## src/rtl/fetch_pkg.sv

```systemverilog
// Shared types and default constants for the instruction fetch sequencer.
package fetch_pkg;

   typedef enum logic [1:0] {
      S_IDLE = 2'd0,
      S_REQ  = 2'd1,
      S_HOLD = 2'd2,
      S_DROP = 2'd3
   } fetch_state_t;

   localparam logic [31:0] DEF_RESET_PC = 32'h0000_0000;
   localparam int          DEF_TIMEOUT  = 16;

   // Fetch addresses are always word aligned; the low two bits are forced to 0.
   function automatic logic [31:0] word_align(input logic [31:0] addr);
      return addr & ~32'h0000_0003;
   endfunction

endpackage

```

## src/rtl/fetch_buf.sv

```systemverilog
// Holding register for the instruction presented to decode.
module fetch_buf
   import fetch_pkg::*;
(
   input  logic        clk,
   input  logic        clear,
   input  logic        load,
   input  logic        drop,
   input  logic [31:0] instr_in,
   input  logic [31:0] pcplus4_in,
   output logic [31:0] instr,
   output logic [31:0] pcplus4,
   output logic        valid
);

   // Load captures a new instruction; drop only invalidates it and keeps the
   // last word visible, which decode must ignore while valid is low.
   always_ff @(posedge clk) begin
      if (clear) begin
         instr   <= '0;
         pcplus4 <= '0;
         valid   <= 1'b0;
      end else if (load) begin
         instr   <= instr_in;
         pcplus4 <= pcplus4_in;
         valid   <= 1'b1;
      end else if (drop) begin
         valid   <= 1'b0;
      end
   end

endmodule

```

## src/rtl/fetch_sequencer.sv

```systemverilog
// Instruction fetch sequencer: issues memory requests, buffers one instruction
// for decode, and handles redirects and request timeouts.
//
// state | meaning
// ------+---------------------------------------------------------------
// IDLE  | one-cycle pause after reset before the first request
// REQ   | request outstanding at pc, waiting for imem_ack
// HOLD  | instruction buffered, waiting for decode to consume it
// DROP  | redirect seen mid-request; finish the old request, discard data
module fetch_sequencer
   import fetch_pkg::*;
#(
   parameter logic [31:0] RESET_PC = DEF_RESET_PC,
   parameter int          TIMEOUT  = DEF_TIMEOUT
) (
   input  logic        clk,
   input  logic        reset,
   input  logic        stallD,
   input  logic        redirect,
   input  logic [31:0] redirect_pc,
   output logic        imem_req,
   output logic [31:0] imem_addr,
   input  logic        imem_ack,
   input  logic [31:0] imem_rdata,
   output logic [31:0] instrF,
   output logic [31:0] pcplus4F,
   output logic        validF,
   output logic        err
);

   localparam int            CW     = $clog2(TIMEOUT + 1);
   localparam logic [CW-1:0] TO_CNT = CW'(TIMEOUT);

   fetch_state_t  state, state_next;
   logic [31:0]   pc, pc_next;
   logic [31:0]   pend_pc, pend_next;
   logic [CW-1:0] cnt, cnt_next;
   logic          err_next;
   logic          buf_load, buf_drop;
   logic [31:0]   pc_inc;
   logic [31:0]   target;
   logic          entering;

   assign pc_inc    = pc + 32'd4;
   assign target    = word_align(redirect_pc);
   assign imem_req  = (state == S_REQ) || (state == S_DROP);
   assign imem_addr = pc;

   // State register.
   always_ff @(posedge clk) begin
      if (reset) state <= S_IDLE;
      else       state <= state_next;
   end

   // Next-state, pc/pending-pc update and buffer control.
   always_comb begin
      state_next = state;
      pc_next    = pc;
      pend_next  = pend_pc;
      buf_load   = 1'b0;
      buf_drop   = 1'b0;
      case (state)
         S_IDLE: state_next = S_REQ;
         S_REQ: begin
            if (imem_ack && !redirect) begin
               buf_load   = 1'b1;
               state_next = S_HOLD;
            end else if (imem_ack) begin
               pc_next = target;
            end else if (redirect) begin
               // Request stays in flight; remember where to go afterwards.
               pend_next  = target;
               state_next = S_DROP;
            end
         end
         S_DROP: begin
            if (redirect) pend_next = target;
            if (imem_ack) begin
               pc_next    = redirect ? target : pend_pc;
               state_next = S_REQ;
            end
         end
         S_HOLD: begin
            if (redirect) begin
               buf_drop   = 1'b1;
               pc_next    = target;
               state_next = S_REQ;
            end else if (!stallD) begin
               buf_drop   = 1'b1;
               pc_next    = pc_inc;
               state_next = S_REQ;
            end
         end
         default: state_next = S_IDLE;
      endcase
   end

   // Wait counter: restarts on each new request phase or ack, saturates.
   always_comb begin
      entering = (state_next != state) &&
                 ((state_next == S_REQ) || (state_next == S_DROP));
      if (entering || imem_ack)           cnt_next = '0;
      else if (imem_req && cnt != TO_CNT) cnt_next = cnt + 1'b1;
      else                                cnt_next = cnt;
      err_next = err || (cnt_next == TO_CNT);
   end

   // Datapath registers; err is sticky until reset.
   always_ff @(posedge clk) begin
      if (reset) begin
         pc      <= RESET_PC;
         pend_pc <= '0;
         cnt     <= '0;
         err     <= 1'b0;
      end else begin
         pc      <= pc_next;
         pend_pc <= pend_next;
         cnt     <= cnt_next;
         err     <= err_next;
      end
   end

   fetch_buf u_buf (
      .clk        (clk),
      .clear      (reset),
      .load       (buf_load),
      .drop       (buf_drop),
      .instr_in   (imem_rdata),
      .pcplus4_in (pc_inc),
      .instr      (instrF),
      .pcplus4    (pcplus4F),
      .valid      (validF)
   );

endmodule

```

## config.mk

```make
export PLATFORM = sky130hd
export DESIGN_NAME = fetch_sequencer
export DESIGN_NICKNAME = d
export VERILOG_FILES = /design/src/rtl/fetch_pkg.sv /design/src/rtl/fetch_buf.sv /design/src/rtl/fetch_sequencer.sv
export SDC_FILE = /design/constraint.sdc
export NUM_CORES = 1
export LEC_CHECK = 0
export ABC_AREA = 1
export ABC_CLOCK_PERIOD_IN_PS = 1650
export BUFFER_PORTS_ARGS = -buffer_cell sky130_fd_sc_hd__buf_2
export CORE_MARGIN = 4
export CORE_UTILIZATION = 30
export CTS_BUF_LIST = sky130_fd_sc_hd__clkbuf_2
export DETAILED_ROUTE_END_ITERATION = 10
export REMOVE_ABC_BUFFERS = 1
export SLEW_MARGIN = 5
export SYNTH_ARGS = -nofsm -noshare
export SYNTH_HDL_FRONTEND = slang
export SYNTH_SLANG_ARGS = --single-unit
```

## constraint.sdc

```tcl
create_clock -name clk -period 1.65 [get_ports clk]
set_input_delay 0.33 -clock clk [delete_from_list [all_inputs] [get_ports clk]]
set_output_delay 0.33 -clock clk [all_outputs]
set_load 0.005 [all_outputs]
```

Yosys cells after proc, flatten, opt, wreduce, memory -nomap -nowiden
Cells that the tools add are included.
{"block": "word_totals", "reg_bits": 137, "latchBits": 0, "mem_bits_rw": 0, "mem_bits_ro": 0, "input_bits": 69, "out_inout_bits": 99, "memories": 0}
{"block": "op_classes", "n_addsub": 2, "multipliers": 0, "n_div": 0, "order_cmp": 0, "n_eq_ne": 13, "shifts": 0, "n_mux": 26, "bitwise": 0, "n_reduce_logical": 14}
{"op": "32-bit 2-to-1 mux", "count": 8}
{"op": "32-bit one-hot mux with 3 select lines", "count": 1}
{"op": "32-bit one-hot mux with 2 select lines", "count": 1}
{"op": "32-bit by 3-bit adder with 32-bit output (second input constant)", "count": 1}
{"op": "2-bit 2-to-1 mux", "count": 6}
{"op": "5-bit 2-to-1 mux", "count": 2}
{"op": "2-bit inequality test (second input constant)", "count": 4}
{"op": "2-bit one-hot mux with 4 select lines", "count": 1}
{"op": "1-bit 2-to-1 mux", "count": 7}
{"op": "2-bit equality test (second input constant)", "count": 3}
{"op": "5-bit by 1-bit adder with 5-bit output (second input constant)", "count": 1}
{"op": "5-bit equality test (second input constant)", "count": 1}
{"op": "5-bit inequality test (second input constant)", "count": 1}
{"op": "5-bit AND reduction", "count": 1}
{"op": "2-bit by 1-bit equality test with 1-bit output (second input constant)", "count": 2}
{"op": "1-bit logical OR", "count": 4}
{"op": "2-bit nonzero test", "count": 2}
{"op": "1-bit logical AND", "count": 3}
{"op": "3-bit inequality test (second input constant)", "count": 1}
{"op": "3-bit AND reduction", "count": 1}
{"op": "3-bit nonzero test", "count": 1}
{"op": "2-bit logical NOT", "count": 1}
{"op": "2-bit inequality test", "count": 1}
{"op": "1-bit logical NOT", "count": 1}

Logic depth before layout (Yosys ltp)
Gate-level depths: netlist (run 1).
{"block": "depth", "ltp_word": 11, "ltp_mapped": 11, "depth_no_buf": 11}

Hierarchy
From an unflattened synthesis (run 1), not the netlist that was laid out.
{"block": "unflattened", "cells_unflattened": 995, "hier_area_um2": 6802.8}
{"module": "fetch_sequencer", "instances": 1, "cells_per_inst": 713, "area_each_um2": 4506.8}
{"module": "fetch_buf", "instances": 1, "cells_per_inst": 282, "area_each_um2": 2296.0}

Worst setup path before layout (run 1)
No wires, ideal clock.
{"block": "synth_path", "path_kind": "flip-flop to flip-flop", "startpoint": "register pc[2] (netlist: imem_addr[2])", "endpoint": "register pc[20] (netlist: imem_addr[20])", "t_arrival_ps": 1511, "required_ps": 1580, "setup_slack_ps": 69, "path_stages_with_launch": 10, "period_less_slack_ps": 1581, "path_cell_list": "dfxtp_1 -> ha_1 -> nand2_1 -> inv_1 -> nand2_1 -> nor2_1 -> nand2_1 -> o21ai_0 -> nand3_1 -> a21oi_1"}
{"block": "synth_between", "elab_chain_len": 4}
{"element": "start, declared", "line_no": "fetch_sequencer.sv:35", "rtl": "logic [31:0] pc, pc_next;"}
{"element": "start signal, assigned", "line_no": "fetch_sequencer.sv:116", "rtl": "pc <= pc_next;"}
{"element": "32-bit by 3-bit adder with 32-bit output", "line_no": "fetch_sequencer.sv:44", "rtl": "assign pc_inc = pc + 32'd4;"}
{"element": "32-bit 2-to-1 mux", "line_no": "fetch_sequencer.sv:88", "rtl": "end else if (!stallD) begin"}
{"element": "32-bit 2-to-1 mux", "line_no": "fetch_sequencer.sv:84", "rtl": "if (redirect) begin"}
{"element": "32-bit one-hot mux with 3 select lines", "line_no": "fetch_sequencer.sv:62", "rtl": "case (state)"}
Every way passes these cells. The select of a mux whose other input is x is not followed.
A chain may end at the register's enable or synchronous reset.

Final worst setup path (run 1)
{"block": "layout_path", "startpoint": "register state[0]", "endpoint": "register pc[23] (netlist: imem_addr[23])"}
{"block": "layout_between", "elab_chain_len": 3, "elab_cells_between_ends": 10, "classes_between": "eq/ne (7); mux (1); reduce/logical (2)"}
{"element": "start, declared", "line_no": "fetch_sequencer.sv:34", "rtl": "fetch_state_t state, state_next;"}
{"element": "start signal, assigned", "line_no": "fetch_sequencer.sv:52", "rtl": "else state <= state_next;"}
{"element": "2-bit equality test / 2-bit by 1-bit equality test with 1-bit output (equally long branches)", "line_no": "fetch_sequencer.sv:62"}
{"element": "3-bit inequality test (no line), or another cell as far along"}
{"element": "5-bit AND reduction (no line)"}
Parallel ways exist; a longest one is shown, timed or not.

==> results of run 1 <==
critical path, stage by stage, from the launching register on:
cell and delay, ns:
sky130_fd_sc_hd__dfxtp_4 0.39, sky130_fd_sc_hd__buf_4 0.16, sky130_fd_sc_hd__nand2_1 0.10, sky130_fd_sc_hd__nor3_4 0.18
sky130_fd_sc_hd__nor3_1 0.07, sky130_fd_sc_hd__buf_4 0.14, sky130_fd_sc_hd__o21ai_4 0.12, sky130_fd_sc_hd__clkbuf_16 0.23
sky130_fd_sc_hd__nor2_1 0.08, sky130_fd_sc_hd__a21oi_1 0.14
stage by stage:
| step | hold slack, ns | total power, mW | utilization |
|---|---|---|---|
| 6_report | 0.0541 | 8.44 | 0.466 |
| 5_1_grt | 0.0130 | 8.90 | 0.466 |
| 4_1_cts | 0.000203 | 8.23 | 0.429 |
| 3_5_place_dp | 0.443 | 5.23 | 0.379 |
| 3_3_place_gp | 0.445 | 5.22 | 0.379 |
| 2_1_floorplan | 0.399 | 4.48 | - |
cell families (layout without fill, tap and decap cells):
group	count (synthesis)	in the layout	synth area share
AO/OA/AOI/OAI	249	249	0.192
XOR/XNOR	7	7	0.00919
adder cells (fa/ha/maj)	3	3	0.00563
buffers and inverters	142	445	0.0854
flip-flops	137	137	0.411
AND/OR/NAND/NOR	485	485	0.297
final cells by class:
| cell class | count | area, µm² |
|---|---|---|
| fillers | 2165 | 11700 |
| multi-input cells | 744 | 3560 |
| flip-flops and latches | 137 | 2900 |
| repair buffers | 327 | 2690 |
| well taps | 280 | 350 |
| inverters | 87 | 329 |
| clock inverters | 13 | 250 |
| clock buffers | 18 | 90.1 |
synthesized netlist by cell type (2+ instances only):
master / n
sky130_fd_sc_hd__ha_1: 3
sky130_fd_sc_hd__o21ai_1: 4
sky130_fd_sc_hd__o21ai_0: 175
sky130_fd_sc_hd__inv_1: 82
sky130_fd_sc_hd__a21oi_1: 59
sky130_fd_sc_hd__dfxtp_1: 137
sky130_fd_sc_hd__nand2_1: 191
sky130_fd_sc_hd__nor2_1: 213
sky130_fd_sc_hd__buf_2: 14
sky130_fd_sc_hd__nand3_1: 46
sky130_fd_sc_hd__clkbuf_1: 36
sky130_fd_sc_hd__xor2_1: 4
sky130_fd_sc_hd__inv_2: 4
sky130_fd_sc_hd__nor3_1: 12
sky130_fd_sc_hd__buf_4: 5
sky130_fd_sc_hd__a31oi_1: 3
sky130_fd_sc_hd__o21bai_1: 2
sky130_fd_sc_hd__or2_2: 3
sky130_fd_sc_hd__nand4_1: 11
sky130_fd_sc_hd__xnor2_1: 3
placed cells by master (no fill, tap or decap), types with 4 or more instances in the layout:
cell type	instances
sky130_fd_sc_hd__inv_1	76
sky130_fd_sc_hd__nor3_2	4
sky130_fd_sc_hd__nor2_4	7
sky130_fd_sc_hd__nand2_2	8
sky130_fd_sc_hd__dfxtp_1	59
sky130_fd_sc_hd__nor2_2	14
sky130_fd_sc_hd__dfxtp_2	56
sky130_fd_sc_hd__nor2_1	194
sky130_fd_sc_hd__nand2_1	183
sky130_fd_sc_hd__buf_4	85
sky130_fd_sc_hd__dfxtp_4	22
sky130_fd_sc_hd__buf_2	128
sky130_fd_sc_hd__clkbuf_16	4
sky130_fd_sc_hd__buf_12	12
sky130_fd_sc_hd__inv_2	9
sky130_fd_sc_hd__dlygate4sd3_1	45
sky130_fd_sc_hd__nand3_1	45
sky130_fd_sc_hd__a21oi_2	4
sky130_fd_sc_hd__clkbuf_2	18
sky130_fd_sc_hd__nor3_1	7
sky130_fd_sc_hd__a21oi_1	55
sky130_fd_sc_hd__nand4_1	11
sky130_fd_sc_hd__o21ai_1	7
sky130_fd_sc_hd__buf_6	50
sky130_fd_sc_hd__o21ai_0	170
sky130_fd_sc_hd__bufinv_16	7
state kept, by name, summed over array words and instances (netlist names):
name           cells
cnt                5
err                1
imem_addr         32
pend_pc           32
state              2
u_buf.instr       32
u_buf.pcplus4     32
u_buf.valid        1
power breakdown:
part | switching [mW] | internal, mW | leakage [nW] | total [mW]
Combinational | 0.988 | 0.963 | 3.22 | 1.95
Clock | 1.31 | 1.44 | 0.194 | 2.75
Sequential | 0.164 | 3.57 | 1.16 | 3.73
repair_timing:
item / in CTS / in global routing
buffers inserted: 21 / 31
endpoints found under the hold margin: 57 / 1
pin swaps: 0 / 14
hold buffers: 44 / 1
endpoints found under the setup margin: 38 / 167
gates resized for setup: 72 / 149
gates cloned: 0 / 4
metal layers:
layer	share of wire	up-vias
li1	-	3892
met1	0.45	3511
met2	0.45	257
met3	0.086	19
met4	0.0089	0
met5	0	-
worst max-delay path by stage:
stage                                     endpoint  depth (start not counted)
floorplan                imem_addr[0]$_SDFFE_PP0P_                          7
global placement    u_buf.pcplus4[11]$_SDFFE_PP0P_                          8
detailed placement  u_buf.pcplus4[11]$_SDFFE_PP0P_                          8
CTS                                       imem_req                          2
global route            imem_addr[11]$_SDFFE_PP0P_                          9
finish                  imem_addr[23]$_SDFFE_PP0P_                          9
==> impl_results.html, run 1 <==
<table>
<tr><th>Metric</th><th>Value</th></tr>
<tr><th colspan="2">Outcome</th></tr>
<tr><td>Run status</td><td>finished, violations left</td></tr>
<tr><td>Violated checks</td><td>setup timing</td></tr>
<tr><th colspan="2">Cells and area</th></tr>
<tr><td>Antenna diode count</td><td>0</td></tr>
<tr><td>Number of standard cells in the final layout excluding fillers</td><td>around 1600</td></tr>
<tr><td>Final cell area excluding filler cells</td><td>roughly 10000 µm²</td></tr>
<tr><td>Net total in the final layout</td><td>~1400</td></tr>
<tr><td>Fraction of layout cells with a size suffix above 1</td><td>0.343</td></tr>
<tr><td>Area added between synthesis and finish</td><td>52.5%</td></tr>
<tr><th colspan="2">Critical path</th></tr>
<tr><td>Worst-case reg-to-reg path depth</td><td>9</td></tr>
<tr><td>Crit Path Max Fanout</td><td>12</td></tr>
<tr><td>Critical Path Start</td><td>state[0]$_SDFF_PP0_</td></tr>
<tr><td>Startpoint type of the worst setup path</td><td>flip-flop</td></tr>
<tr><td>Destination of the worst register-to-register timing path</td><td>imem_addr[23]$_SDFFE_PP0P_</td></tr>
<tr><td>Data arrival time of the critical path</td><td>approximately 2.3 ns</td></tr>
<tr><td>Worst R2R Start</td><td>state[0]$_SDFF_PP0_</td></tr>
<tr><td>Flop2flop setup slack</td><td>-0.01 ns</td></tr>
<tr><td>Endpoint required time on the critical path</td><td>around 2.3 ns</td></tr>
<tr><td>Crit. End Element</td><td>flip-flop</td></tr>
<tr><td>Critical Setup Path Class</td><td>reg -&gt; reg</td></tr>
<tr><th colspan="2">Detailed routing</th></tr>
<tr><td>Antenna viol nets, final</td><td>0</td></tr>
<tr><td>Final WL</td><td>around 24 mm</td></tr>
<tr><td>Routed vias/inst</td><td>about 4.8</td></tr>
<tr><td>Pre-Repair DR Iteration Count</td><td>5</td></tr>
<tr><td>Residual DRC count</td><td>0</td></tr>
<tr><td>Routed via count</td><td>about 7700</td></tr>
<tr><td>DRC violation total after the first TritonRoute iteration</td><td>610</td></tr>
<tr><td>Routed length per instance</td><td>~15 µm</td></tr>
<tr><th colspan="2">Place</th></tr>
<tr><td>Placed cell count</td><td>between 1000 and 1500</td></tr>
<tr><td>Detailed placement HPWL</td><td>roughly 16 mm</td></tr>
<tr><td>Port Buf Inserts</td><td>between 150 and 200</td></tr>
<tr><td>Worst setup timing slack at the placement stage</td><td>between 0.006 and 0.007 ns</td></tr>
<tr><td>Final weighted congestion in routability-driven placement</td><td>between 0.9 and 1</td></tr>
<tr><td>Post-place instance area</td><td>8270 µm²</td></tr>
<tr><th colspan="2">Floorplan</th></tr>
<tr><td>Standard cell core area</td><td>approximately 22000 µm²</td></tr>
<tr><td>I/O pin cnt</td><td>168</td></tr>
<tr><td>Die Width</td><td>approximately 160 µm</td></tr>
<tr><td>Floorplan row count</td><td>54</td></tr>
<tr><td>Starting Density</td><td>0.306</td></tr>
<tr><td>Die area</td><td>between 20000 and 25000 µm²</td></tr>
<tr><td>Vertical die dimension</td><td>between 150 and 200 µm</td></tr>
<tr><th colspan="2">Power and ir drop</th></tr>
<tr><td>Reported leakage power</td><td>about 4.6 nW</td></tr>
<tr><td>VDD IR max</td><td>0.000626 V</td></tr>
<tr><td>Power per Cell Area</td><td>a little over 800 nW/µm²</td></tr>
<tr><th colspan="2">STA</th></tr>
<tr><td>Worst slew margin relative to its limit</td><td>0.688</td></tr>
<tr><td>Setup slack of the critical path after layout</td><td>-0.0102 ns</td></tr>
<tr><td>Clock skew after layout</td><td>around 0.022 ns</td></tr>
<tr><td>Number of hold violations in the final report</td><td>0</td></tr>
<tr><td>Final worst path period share</td><td>1.01</td></tr>
<tr><td>RSZ-0062 raised after global routing</td><td>yes</td></tr>
<tr><td>Post-route setup TNS</td><td>-0.0123 ns</td></tr>
<tr><td>Final setup violation count</td><td>2</td></tr>
<tr><td>Maximum clock frequency</td><td>around 600 MHz</td></tr>
<tr><td>Slew @ Worst Pin</td><td>between 0.4 and 0.5 ns</td></tr>
<tr><td>Number of max-slew violations in the final report</td><td>0</td></tr>
<tr><td>Minimum clock period</td><td>between 1.5 and 2 ns</td></tr>
<tr><th colspan="2">CTS</th></tr>
<tr><td>H-tree lvl count</td><td>4</td></tr>
<tr><td>Root buffer cell</td><td>sky130_fd_sc_hd__clkbuf_2</td></tr>
<tr><td>Number of sinks handled by clock tree synthesis</td><td>roughly 140</td></tr>
<tr><td>Clock slew seen by the registers of the worst setup and hold paths</td><td>roughly 0.22 ns</td></tr>
<tr><td>CTS tree</td><td>done</td></tr>
<tr><td>Clock Path Buffers</td><td>2</td></tr>
<tr><td>Clock insertion delay at the later pin of the skew report</td><td>approximately 0.70 ns</td></tr>
<tr><td>Number of buffers added by the clock tree synthesis step</td><td>17</td></tr>
<tr><th colspan="2">Synthesis</th></tr>
<tr><td>Post-synth ARST share</td><td>0</td></tr>
<tr><td>Number of instances in the synthesized netlist</td><td>just over 1000</td></tr>
<tr><td>Mean post-synth cell area</td><td>roughly 6.5 µm²</td></tr>
<tr><td>Main area contributors after synthesis</td><td>sky130_fd_sc_hd__dfxtp_1, sky130_fd_sc_hd__o21ai_0, sky130_fd_sc_hd__nor2_1, sky130_fd_sc_hd__nand2_1, sky130_fd_sc_hd__inv_1</td></tr>
<tr><td>Synthesis-stage register bit count</td><td>137</td></tr>
<tr><td>Proportion of netlist area held by the largest area contributor</td><td>0.411</td></tr>
<tr><td>Cell area after synthesis</td><td>6670 µm²</td></tr>
<tr><td>Count of distinct cell types in the synthesized netlist</td><td>36</td></tr>
<tr><td>Number of warnings printed during yosys synthesis</td><td>0</td></tr>
<tr><td>Number of enable flip-flop cells after synthesis</td><td>0</td></tr>
<tr><td>Prevailing post-synth register cell</td><td>sky130_fd_sc_hd__dfxtp_1</td></tr>
<tr><td>Part of the Yosys area used for sequential elements</td><td>0.411</td></tr>
<tr><td>Cell type with the largest total area after synthesis</td><td>sky130_fd_sc_hd__dfxtp_1</td></tr>
<tr><th colspan="2">GRT</th></tr>
<tr><td>Global-route total usage across every layer</td><td>0.180</td></tr>
<tr><td>Residual overflow from global routing</td><td>0</td></tr>
<tr><td>GR met2 Demand/Resource</td><td>0.298</td></tr>
<tr><td>Via count of the first global-routing pass</td><td>between 6000 and 7000</td></tr>
<tr><td>Largest net degree at the start of global routing</td><td>52</td></tr>
<tr><td>Most congested layer reported by global routing</td><td>met2</td></tr>
<tr><td>Met1 Track Usage GR</td><td>0.235</td></tr>
<tr><td>Met3 capacity usage during global routing</td><td>0.0536</td></tr>
<tr><td>Initial antenna violation count</td><td>0</td></tr>
<tr><td>Wire length of the first global-routing pass</td><td>~36 mm</td></tr>
<tr><th colspan="2">Min path</th></tr>
<tr><td>Worst Hold Launch</td><td>redirect_pc[24]</td></tr>
<tr><td>Type of the worst min-delay path</td><td>in -&gt; reg</td></tr>
<tr><td>Hold Path Stages</td><td>5</td></tr>
<tr><td>Worst Hold Path EP</td><td>pend_pc[24]$_SDFFE_PP0P_</td></tr>
<tr><th colspan="2">Job</th></tr>
<tr><td>Max Cap Viol</td><td>0</td></tr>
</table>
Note: power is estimated with default switching activity, not from simulation.
==> inputs of run 2 (changes only) <==
--- a/config.mk
+++ b/config.mk
@@ -9,9 +9,10 @@
 export ABC_CLOCK_PERIOD_IN_PS = 1650
 export BUFFER_PORTS_ARGS = -buffer_cell sky130_fd_sc_hd__buf_2
 export CORE_MARGIN = 4
-export CORE_UTILIZATION = 30
+export CORE_UTILIZATION = 50
 export CTS_BUF_LIST = sky130_fd_sc_hd__clkbuf_2
 export DETAILED_ROUTE_END_ITERATION = 10
+export PLACE_DENSITY = 0.79
 export REMOVE_ABC_BUFFERS = 1
 export SLEW_MARGIN = 5
 export SYNTH_ARGS = -nofsm -noshare
==> run 2 against run 1 <==
  * The flow still finishes with violations (setup timing)
  * Final area fell by 6.1%
  * Final cell count fell by 8.3%
  * Total power fell by 12%
  * First-iteration DRC count rose by 51%
  * Critical path type is now reg -> out
==> impl_results.html, run 2 (synthesis results as in run 1) <==
<table>
<tr><th>Metric</th><th>Value</th></tr>
<tr><th colspan="2">Place</th></tr>
<tr><td>Port Buf Inserts</td><td>165 (unchanged)</td></tr>
<tr><td>Worst setup timing slack at the placement stage</td><td>-0.111 ns (was 0.00634 ns)</td></tr>
<tr><td>Detailed placement HPWL</td><td>14.5 mm (was 16.3 mm)</td></tr>
<tr><td>Final weighted congestion in routability-driven placement</td><td>0.935 (was 0.920)</td></tr>
<tr><th colspan="2">Outcome</th></tr>
<tr><td>Run status</td><td>finished, violations left (unchanged)</td></tr>
<tr><td>Violated checks</td><td>setup timing (unchanged)</td></tr>
<tr><th colspan="2">Cells and area</th></tr>
<tr><td>Fraction of layout cells with a size suffix above 1</td><td>0.317 (was 0.343)</td></tr>
<tr><td>Most frequent standard cell in the layout excluding fill and tap cells</td><td>sky130_fd_sc_hd__nor2_1 (unchanged)</td></tr>
<tr><td>Final core occ</td><td>0.744 (was 0.466)</td></tr>
<tr><td>Area added between synthesis and finish</td><td>43.1% (was 52.5%)</td></tr>
<tr><td>Leading cell types in the layout, fill and taps excluded</td><td>sky130_fd_sc_hd__nor2_1, sky130_fd_sc_hd__nand2_1, sky130_fd_sc_hd__o21ai_0 (unchanged)</td></tr>
<tr><td>Antenna diode count</td><td>0 (unchanged)</td></tr>
<tr><td>Net total in the final layout</td><td>1360 (was 1386)</td></tr>
<tr><th colspan="2">Critical path</th></tr>
<tr><td>Flop2flop setup slack</td><td>-0.02 ns (was -0.01 ns)</td></tr>
<tr><td>Startpoint type of the worst setup path</td><td>flip-flop (unchanged)</td></tr>
<tr><td>Crit. End Element</td><td>primary output (was flip-flop)</td></tr>
<tr><td>Critical Setup Path Class</td><td>reg -&gt; out (was reg -&gt; reg)</td></tr>
<tr><td>Data arrival time of the critical path</td><td>1.35 ns (was 2.31 ns)</td></tr>
<tr><td>Critical path, cell by cell</td><td>buf_6 -&gt; buf_6 (was buf_4 -&gt; nand2_1 -&gt; nor3_4 -&gt; nor3_1 -&gt; buf_4 -&gt; o21ai_4 -&gt; clkbuf_16 -&gt; nor2_1 -&gt; a21oi_1)</td></tr>
<tr><td>Worst R2R Start</td><td>imem_addr[8]$_SDFFE_PP0P_ (was state[0]$_SDFF_PP0_)</td></tr>
<tr><td>Destination of the worst register-to-register timing path</td><td>imem_addr[28]$_SDFFE_PP0P_ (was imem_addr[23]$_SDFFE_PP0P_)</td></tr>
<tr><td>Largest stage delay on the critical path</td><td>0.39 ns (about the same)</td></tr>
<tr><td>Critical Path Start</td><td>imem_addr[2]$_SDFFE_PP0P_ (was state[0]$_SDFF_PP0_)</td></tr>
<tr><td>Endpoint required time on the critical path</td><td>1.32 ns (was 2.30 ns)</td></tr>
<tr><td>Crit Path Max Fanout</td><td>4 (was 12)</td></tr>
<tr><td>Worst-case reg-to-reg path depth</td><td>9 (unchanged)</td></tr>
<tr><td>Cell with the largest stage delay on the worst path</td><td>sky130_fd_sc_hd__dfxtp_2 (was sky130_fd_sc_hd__dfxtp_4)</td></tr>
<tr><td>Most frequent cell on the critical path</td><td>sky130_fd_sc_hd__buf_6 (was sky130_fd_sc_hd__buf_4)</td></tr>
<tr><th colspan="2">Detailed routing</th></tr>
<tr><td>Routed via count</td><td>7970 (was 7679)</td></tr>
<tr><td>Routed length per instance</td><td>16.2 µm (was 14.9 µm)</td></tr>
<tr><td>Final WL</td><td>23.9 mm (was 24.0 mm)</td></tr>
<tr><td>Residual DRC count</td><td>0 (unchanged)</td></tr>
<tr><td>Pre-Repair DR Iteration Count</td><td>6 (was 5)</td></tr>
<tr><td>DRC violation total after the first TritonRoute iteration</td><td>924 (was 610)</td></tr>
<tr><td>Routed vias/inst</td><td>5.41 (was 4.78)</td></tr>
<tr><td>Antenna viol nets, final</td><td>0 (unchanged)</td></tr>
<tr><th colspan="2">Floorplan</th></tr>
<tr><td>Standard cell core area</td><td>12800 µm² (was 21800 µm²)</td></tr>
<tr><td>Vertical die dimension</td><td>123 µm (was 157 µm)</td></tr>
<tr><td>Floorplan row count</td><td>41 (was 54)</td></tr>
<tr><td>Starting Density</td><td>0.520 (was 0.306)</td></tr>
<tr><td>Die Width</td><td>123 µm (was 157 µm)</td></tr>
<tr><td>Die area</td><td>15200 µm² (was 24700 µm²)</td></tr>
<tr><td>I/O pin cnt</td><td>168 (unchanged)</td></tr>
<tr><th colspan="2">GRT</th></tr>
<tr><td>Via count of the first global-routing pass</td><td>7305 (was 6921)</td></tr>
<tr><td>Residual overflow from global routing</td><td>0 (unchanged)</td></tr>
<tr><td>Wire length of the first global-routing pass</td><td>35.6 mm (about the same)</td></tr>
<tr><td>Largest net degree at the start of global routing</td><td>67 (was 52)</td></tr>
<tr><td>Initial antenna violation count</td><td>0 (unchanged)</td></tr>
<tr><td>Global-route total usage across every layer</td><td>0.297 (was 0.180)</td></tr>
<tr><th colspan="2">STA</th></tr>
<tr><td>Number of max-slew violations in the final report</td><td>0 (unchanged)</td></tr>
<tr><td>Final worst path period share</td><td>1.02 (was 1.01)</td></tr>
<tr><td>RSZ-0062 raised after global routing</td><td>yes (unchanged)</td></tr>
<tr><td>Setup slack of the critical path after layout</td><td>-0.0320 ns (was -0.0102 ns)</td></tr>
<tr><td>Final setup violation count</td><td>9 (was 2)</td></tr>
<tr><td>Number of hold violations in the final report</td><td>0 (unchanged)</td></tr>
<tr><td>Slew @ Worst Pin</td><td>0.491 ns (was 0.469 ns)</td></tr>
<tr><td>Clock skew after layout</td><td>0.0338 ns (was 0.0220 ns)</td></tr>
<tr><td>Maximum clock frequency</td><td>595 MHz (was 602 MHz)</td></tr>
<tr><td>Minimum clock period</td><td>1.68 ns (was 1.66 ns)</td></tr>
<tr><td>Worst slew margin relative to its limit</td><td>0.672 (was 0.688)</td></tr>
<tr><th colspan="2">CTS</th></tr>
<tr><td>Number of sinks handled by clock tree synthesis</td><td>137 (unchanged)</td></tr>
<tr><td>H-tree lvl count</td><td>4 (unchanged)</td></tr>
<tr><td>Clock slew seen by the registers of the worst setup and hold paths</td><td>0.22 ns (about the same)</td></tr>
<tr><td>Number of buffers added by the clock tree synthesis step</td><td>17 (unchanged)</td></tr>
<tr><td>Root buffer cell</td><td>sky130_fd_sc_hd__clkbuf_2 (unchanged)</td></tr>
<tr><td>Clock insertion delay at the later pin of the skew report</td><td>0.73 ns (was 0.70 ns)</td></tr>
<tr><td>Clock Path Buffers</td><td>2 (unchanged)</td></tr>
<tr><td>CTS tree</td><td>done (unchanged)</td></tr>
<tr><th colspan="2">Power and ir drop</th></tr>
<tr><td>Register share of total power</td><td>0.507 (was 0.442)</td></tr>
<tr><td>Internal portion of total power</td><td>4.94 mW (was 5.98 mW)</td></tr>
<tr><td>Part of the power in combinational logic</td><td>0.239 (was 0.231)</td></tr>
<tr><td>Switching part of the total</td><td>0.336 (was 0.292)</td></tr>
<tr><td>Share of power burned in the clock network</td><td>0.254 (was 0.326)</td></tr>
<tr><td>Reported leakage power</td><td>4.29 nW (was 4.58 nW)</td></tr>
<tr><td>Power per Cell Area</td><td>779 nW/µm² (was 830 nW/µm²)</td></tr>
<tr><td>VDD IR max</td><td>0.000809 V (was 0.000626 V)</td></tr>
<tr><td>Net switching power</td><td>2.50 mW (was 2.46 mW)</td></tr>
<tr><th colspan="2">Job</th></tr>
<tr><td>Max Cap Viol</td><td>0 (unchanged)</td></tr>
<tr><th colspan="2">Min path</th></tr>
<tr><td>Worst Hold Launch</td><td>redirect_pc[17] (was redirect_pc[24])</td></tr>
<tr><td>Hold Path Stages</td><td>5 (unchanged)</td></tr>
<tr><td>Worst Hold Path EP</td><td>imem_addr[17]$_SDFFE_PP0P_ (was pend_pc[24]$_SDFFE_PP0P_)</td></tr>
<tr><td>Type of the worst min-delay path</td><td>in -&gt; reg (unchanged)</td></tr>
</table>
-- run 2: worst max-delay path, delay by kind of cell, from the launching register on --
family                 cells  cell delay (ns)
buffers and inverters      2             0.24
flip-flops                 1             0.39
-- run 2: worst max-delay path by stage --
stage                                       to  depth (start not counted)
finish                            imem_addr[2]                          2
global route        imem_addr[20]$_SDFFE_PP0P_                          9
CTS                                   imem_req                          2
detailed placement  imem_addr[14]$_SDFFE_PP0P_                          7
global placement    imem_addr[14]$_SDFFE_PP0P_                          7
floorplan            imem_addr[0]$_SDFFE_PP0P_                          7
-- run 2: layout make-up --
| type | count | area, µm² |
|---|---|---|
| Fill cell | 977 | 3280 |
| Clock inverter | 15 | 129 |
| Tap cell | 172 | 215 |
| Clock buffer | 17 | 85.1 |
| Multi-Input combinational cell | 746 | 3600 |
| Inverter | 87 | 327 |
| Timing Repair Buffer | 299 | 2310 |
| Sequential cell | 137 | 2880 |
-- run 2: metal layers --
metal / part of all wire / GRT usage
met1: 0.38 / 0.359
met5: 0 / 0
met4: 0.046 / 0.120
met3: 0.098 / 0.0823
met2: 0.47 / 0.501
-- run 2: what timing repair did --
item | in CTS | in global routing
gates cloned | 1 | 2
hold endpoints to repair | 52 | 0
pin swaps | 1 | 9
gates resized for setup | 67 | 127
endpoints found under the setup margin | 51 | 118
hold buffers | 42 | 0
buffers inserted | 15 | 20
-- run 2: per-stage QoR --
step	instance area [µm²]	power (mW)	TNS, ns	hold slack (ns)	std cells
finish	9550	7.43	-0.155	0.0377	1473
floorplan	6430	4.48	-190.03	0.399	968
CTS	8960	7.19	-0.280	0.000826	1451
global route	9550	7.80	-1.88	0.0270	1473
detailed placement	8090	5.19	-0.942	0.449	1370
global placement	8090	5.15	-0.456	0.437	1370
-- run 2: power by group through the flow --
| stage | Combinational (mW) | Clock, mW | Sequential [mW] |
|---|---|---|---|
| after floorplan | 0.678 | 0 | 3.80 |
| after global placement | 1.38 | 0 | 3.77 |
| after detailed placement | 1.40 | 0 | 3.78 |
| after CTS | 1.56 | 1.88 | 3.75 |
| after global routing | 1.96 | 2.05 | 3.80 |
| final | 1.78 | 1.89 | 3.77 |
==> inputs of run 3 (changes only) <==
--- a/config.mk
+++ b/config.mk
@@ -8,6 +8,7 @@
 export ABC_AREA = 1
 export ABC_CLOCK_PERIOD_IN_PS = 1650
 export BUFFER_PORTS_ARGS = -buffer_cell sky130_fd_sc_hd__buf_2
+export CORE_ASPECT_RATIO = 0.8
 export CORE_MARGIN = 4
 export CORE_UTILIZATION = 50
 export CTS_BUF_LIST = sky130_fd_sc_hd__clkbuf_2
@@ -17,4 +18,5 @@
 export SLEW_MARGIN = 5
 export SYNTH_ARGS = -nofsm -noshare
 export SYNTH_HDL_FRONTEND = slang
+export SYNTH_HIERARCHICAL = 1
 export SYNTH_SLANG_ARGS = --single-unit
==> run 3 against run 2 <==
  * The run still ends with setup timing left
  * Worst setup slack got worse by 0.060 ns
  * Largest power group unchanged
  * Total power fell by 0.32%
  * Via count rose by 0.23%
  * Global-route usage fell by 2.5 points
  * Combinational power barely moved
  * Critical path depth rose by 8
  * Die area rose by 2.0%
==> impl_results.html, run 3 <==
<table>
<tr><th>Metric</th><th>Value</th></tr>
<tr><th colspan="2">Detailed routing</th></tr>
<tr><td>Routed length per instance</td><td>15.9 µm (was 16.2 µm)</td></tr>
<tr><td>Pre-Repair DR Iteration Count</td><td>6 (unchanged)</td></tr>
<tr><td>Routed vias/inst</td><td>5.48 (was 5.41)</td></tr>
<tr><td>Final WL</td><td>23.1 mm (was 23.9 mm)</td></tr>
<tr><td>DRC violation total after the first TritonRoute iteration</td><td>899 (was 924)</td></tr>
<tr><td>Routed via count</td><td>7988 (was 7970)</td></tr>
<tr><td>Residual DRC count</td><td>0 (unchanged)</td></tr>
<tr><td>Antenna viol nets, final</td><td>0 (unchanged)</td></tr>
<tr><th colspan="2">Floorplan</th></tr>
<tr><td>Die Width</td><td>138 µm (was 123 µm)</td></tr>
<tr><td>Die area</td><td>15500 µm² (was 15200 µm²)</td></tr>
<tr><td>Floorplan row count</td><td>37 (was 41)</td></tr>
<tr><td>Standard cell core area</td><td>13100 µm² (was 12800 µm²)</td></tr>
<tr><td>Vertical die dimension</td><td>112 µm (was 123 µm)</td></tr>
<tr><td>Starting Density</td><td>0.519 (was 0.520)</td></tr>
<tr><td>I/O pin cnt</td><td>168 (unchanged)</td></tr>
<tr><th colspan="2">STA</th></tr>
<tr><td>Post-route setup TNS</td><td>-0.566 ns (was -0.155 ns)</td></tr>
<tr><td>Slew @ Worst Pin</td><td>0.504 ns (was 0.491 ns)</td></tr>
<tr><td>Worst slack on hold paths</td><td>0.0415 ns (was 0.0377 ns)</td></tr>
<tr><td>Final setup violation count</td><td>21 (was 9)</td></tr>
<tr><td>RSZ-0062 raised after global routing</td><td>yes (unchanged)</td></tr>
<tr><td>Maximum clock frequency</td><td>574 MHz (was 595 MHz)</td></tr>
<tr><td>Number of hold violations in the final report</td><td>0 (unchanged)</td></tr>
<tr><td>Minimum clock period</td><td>1.74 ns (was 1.68 ns)</td></tr>
<tr><td>Setup slack of the critical path after layout</td><td>-0.0916 ns (was -0.0320 ns)</td></tr>
<tr><td>Worst slew margin relative to its limit</td><td>0.664 (was 0.672)</td></tr>
<tr><td>Number of max-slew violations in the final report</td><td>0 (unchanged)</td></tr>
<tr><td>Clock skew after layout</td><td>0.0333 ns (was 0.0338 ns)</td></tr>
<tr><td>Final worst path period share</td><td>1.06 (was 1.02)</td></tr>
<tr><th colspan="2">CTS</th></tr>
<tr><td>H-tree lvl count</td><td>4 (unchanged)</td></tr>
<tr><td>Number of buffers added by the clock tree synthesis step</td><td>17 (unchanged)</td></tr>
<tr><td>Clock Path Buffers</td><td>2 (unchanged)</td></tr>
<tr><td>Clock slew seen by the registers of the worst setup and hold paths</td><td>0.23 ns (was 0.22 ns)</td></tr>
<tr><td>Number of sinks handled by clock tree synthesis</td><td>137 (unchanged)</td></tr>
<tr><td>CTS tree</td><td>done (unchanged)</td></tr>
<tr><td>Root buffer cell</td><td>sky130_fd_sc_hd__clkbuf_2 (unchanged)</td></tr>
<tr><td>Clock insertion delay at the later pin of the skew report</td><td>0.75 ns (was 0.73 ns)</td></tr>
<tr><th colspan="2">Place</th></tr>
<tr><td>Final weighted congestion in routability-driven placement</td><td>0.953 (was 0.935)</td></tr>
<tr><td>Post-place instance area</td><td>8000 µm² (was 8090 µm²)</td></tr>
<tr><td>Placed cell count</td><td>1333 (was 1370)</td></tr>
<tr><td>Detailed placement HPWL</td><td>13.7 mm (was 14.5 mm)</td></tr>
<tr><td>Port Buf Inserts</td><td>165 (unchanged)</td></tr>
<tr><td>Worst setup timing slack at the placement stage</td><td>-0.0776 ns (was -0.111 ns)</td></tr>
<tr><th colspan="2">Synthesis</th></tr>
<tr><td>Proportion of netlist area held by the largest area contributor</td><td>0.403 (was 0.411)</td></tr>
<tr><td>Number of instances in the synthesized netlist</td><td>995 (was 1023)</td></tr>
<tr><td>Most frequent cell after synthesis</td><td>sky130_fd_sc_hd__nor2_1 (unchanged)</td></tr>
<tr><td>Number of enable flip-flop cells after synthesis</td><td>0 (unchanged)</td></tr>
<tr><td>Count of distinct cell types in the synthesized netlist</td><td>44 (was 36)</td></tr>
<tr><td>Prevailing post-synth register cell</td><td>sky130_fd_sc_hd__dfxtp_1 (unchanged)</td></tr>
<tr><td>Number of warnings printed during yosys synthesis</td><td>6 (was 0)</td></tr>
<tr><td>Cell area after synthesis</td><td>6800 µm² (was 6670 µm²)</td></tr>
<tr><td>Cell type with the largest total area after synthesis</td><td>sky130_fd_sc_hd__dfxtp_1 (unchanged)</td></tr>
<tr><td>Mean post-synth cell area</td><td>6.84 µm² (was 6.52 µm²)</td></tr>
<tr><td>Post-synth ARST share</td><td>0 (unchanged)</td></tr>
<tr><td>Main area contributors after synthesis</td><td>sky130_fd_sc_hd__dfxtp_1, sky130_fd_sc_hd__nor2_1, sky130_fd_sc_hd__o21ai_0, sky130_fd_sc_hd__nand2_1, sky130_fd_sc_hd__inv_1 (was sky130_fd_sc_hd__dfxtp_1, sky130_fd_sc_hd__o21ai_0, sky130_fd_sc_hd__nor2_1, sky130_fd_sc_hd__nand2_1, sky130_fd_sc_hd__inv_1)</td></tr>
<tr><td>Leading cell types by count after synthesis</td><td>sky130_fd_sc_hd__nor2_1, sky130_fd_sc_hd__o21ai_0, sky130_fd_sc_hd__nand2_1 (was sky130_fd_sc_hd__nor2_1, sky130_fd_sc_hd__nand2_1, sky130_fd_sc_hd__o21ai_0)</td></tr>
<tr><td>Synthesis-stage register bit count</td><td>137 (unchanged)</td></tr>
<tr><td>Part of the Yosys area used for sequential elements</td><td>0.403 (was 0.411)</td></tr>
<tr><th colspan="2">Critical path</th></tr>
<tr><td>Flop2flop setup slack</td><td>-0.09 ns (was -0.02 ns)</td></tr>
<tr><td>Critical Setup Path Class</td><td>reg -&gt; reg (was reg -&gt; out)</td></tr>
<tr><td>Worst-case reg-to-reg path depth</td><td>10 (was 9)</td></tr>
<tr><td>Destination of the worst register-to-register timing path</td><td>u_buf/pcplus4[23]$_SDFFE_PP0P_ (was imem_addr[28]$_SDFFE_PP0P_)</td></tr>
<tr><td>Crit. End Element</td><td>flip-flop (was primary output)</td></tr>
<tr><td>Critical Path Start</td><td>imem_addr[10]$_SDFFE_PP0P_ (was imem_addr[2]$_SDFFE_PP0P_)</td></tr>
<tr><td>CP Capture Point</td><td>u_buf/pcplus4[23]$_SDFFE_PP0P_ (was imem_addr[2])</td></tr>
<tr><td>Startpoint type of the worst setup path</td><td>flip-flop (unchanged)</td></tr>
<tr><td>Data arrival time of the critical path</td><td>2.41 ns (was 1.35 ns)</td></tr>
<tr><td>Endpoint required time on the critical path</td><td>2.31 ns (was 1.32 ns)</td></tr>
<tr><td>Crit Path Max Fanout</td><td>5 (was 4)</td></tr>
<tr><td>Worst R2R Start</td><td>imem_addr[10]$_SDFFE_PP0P_ (was imem_addr[8]$_SDFFE_PP0P_)</td></tr>
<tr><th colspan="2">Cells and area</th></tr>
<tr><td>Final core occ</td><td>0.733 (was 0.744)</td></tr>
<tr><td>Fraction of layout cells with a size suffix above 1</td><td>0.322 (was 0.317)</td></tr>
<tr><td>Multi-input gate area</td><td>3670 µm² (was 3600 µm²)</td></tr>
<tr><td>Area added between synthesis and finish</td><td>41.2% (was 43.1%)</td></tr>
<tr><td>Most frequent standard cell in the layout excluding fill and tap cells</td><td>sky130_fd_sc_hd__nor2_1 (unchanged)</td></tr>
<tr><td>Antenna diode count</td><td>0 (unchanged)</td></tr>
<tr><td>Layout fillers</td><td>980 (was 977)</td></tr>
<tr><td>Number of standard cells in the final layout excluding fillers</td><td>1457 (was 1473)</td></tr>
<tr><td>Net total in the final layout</td><td>1341 (was 1360)</td></tr>
<tr><td>Storage cell area</td><td>2830 µm² (was 2880 µm²)</td></tr>
<tr><td>Final cell area excluding filler cells</td><td>9610 µm² (was 9550 µm²)</td></tr>
<tr><td>Leading cell types in the layout, fill and taps excluded</td><td>sky130_fd_sc_hd__nor2_1, sky130_fd_sc_hd__o21ai_0, sky130_fd_sc_hd__buf_2 (was sky130_fd_sc_hd__nor2_1, sky130_fd_sc_hd__nand2_1, sky130_fd_sc_hd__o21ai_0)</td></tr>
<tr><th colspan="2">GRT</th></tr>
<tr><td>Wire length of the first global-routing pass</td><td>35.3 mm (was 35.6 mm)</td></tr>
<tr><td>Global-route total usage across every layer</td><td>0.272 (was 0.297)</td></tr>
<tr><td>Via count of the first global-routing pass</td><td>7278 (was 7305)</td></tr>
<tr><td>Residual overflow from global routing</td><td>0 (unchanged)</td></tr>
<tr><td>Largest net degree at the start of global routing</td><td>67 (unchanged)</td></tr>
<tr><td>Initial antenna violation count</td><td>0 (unchanged)</td></tr>
<tr><th colspan="2">Job</th></tr>
<tr><td>Max Cap Viol</td><td>0 (unchanged)</td></tr>
<tr><th colspan="2">Power and ir drop</th></tr>
<tr><td>Power per Cell Area</td><td>771 nW/µm² (was 779 nW/µm²)</td></tr>
<tr><td>Design Power</td><td>7.41 mW (was 7.43 mW)</td></tr>
<tr><td>Reported leakage power</td><td>4.55 nW (was 4.29 nW)</td></tr>
<tr><td>VDD IR max</td><td>0.000712 V (was 0.000809 V)</td></tr>
<tr><th colspan="2">Min path</th></tr>
<tr><td>Type of the worst min-delay path</td><td>in -&gt; reg (unchanged)</td></tr>
<tr><th colspan="2">Outcome</th></tr>
<tr><td>Violated checks</td><td>setup timing (unchanged)</td></tr>
<tr><td>Run status</td><td>finished, violations left (unchanged)</td></tr>
</table>
[run 3: what timing repair did]
item                                   4_1_cts  5_1_grt
gates resized for setup                     63      104
buffers inserted                            21       23
pin swaps                                    2       33
setup endpoints to repair                   43      115
endpoints found under the hold margin       80        0
hold buffers                                62        0
[run 3: how the worst min path moves through the flow]
stage | end | cells past startpoint | slack (ns) | start
floorplan | u_buf/valid$_SDFFE_PP0P_ | 1 | 0.39 | reset
global placement | err$_SDFF_PP0_ | 2 | 0.43 | err$_SDFF_PP0_
detailed placement | err$_SDFF_PP0_ | 2 | 0.45 | err$_SDFF_PP0_
CTS | imem_addr[28]$_SDFFE_PP0P_ | 5 | 0.005 | redirect_pc[28]
global route | pend_pc[22]$_SDFFE_PP0P_ | 4 | 0.06 | redirect
finish | imem_addr[28]$_SDFFE_PP0P_ | 5 | 0.04 | redirect_pc[28]
[run 3: worst max-delay path, cell delays in order (launching register included)]
cell and delay [ns]:
sky130_fd_sc_hd__dfxtp_4 0.43, sky130_fd_sc_hd__buf_4 0.14, sky130_fd_sc_hd__nand2_1 0.10, sky130_fd_sc_hd__nor2_1 0.22, sky130_fd_sc_hd__nand2_1 0.14, sky130_fd_sc_hd__nor2_4 0.21, sky130_fd_sc_hd__nand3_1 0.13, sky130_fd_sc_hd__nand2_1 0.08
sky130_fd_sc_hd__inv_1 0.04, sky130_fd_sc_hd__nor2_1 0.11, sky130_fd_sc_hd__nor2_1 0.06
[run 3: final cells by class]
cell class	count	share of cell area
multi-input cells	713	0.382
flip-flops and latches	137	0.295
repair buffers	311	0.242
inverters	89	0.0363
well taps	175	0.0228
clock inverters	15	0.0132
clock buffers	17	0.00886
[run 3: metal layers]
layer | vias up | part of all wire | track usage
met1 | 3672 | 0.41 | 0.366
met5 | - | 0 | 0
met3 | 91 | 0.10 | 0.0592
li1 | 3771 | - | -
met2 | 454 | 0.45 | 0.432
met4 | 0 | 0.039 | 0.101
[run 3: cell families (layout without fill, tap and decap cells)]
family	Yosys count	count (layout)	share of synthesized area
compound gates	230	230	0.184
xor+xnor	16	16	0.0228
fa+ha+maj	3	3	0.00552
buf+inv	145	432	0.0964
flops	137	137	0.403
simple gates	464	464	0.288
[run 3: where the power goes]
group / internal, mW / total, mW / switching (mW)
registers: 3.56 / 3.74 / 0.178
clock network: 0.541 / 1.91 / 1.37
logic: 0.826 / 1.77 / 0.939
total: 4.93 / 7.41 / 2.48
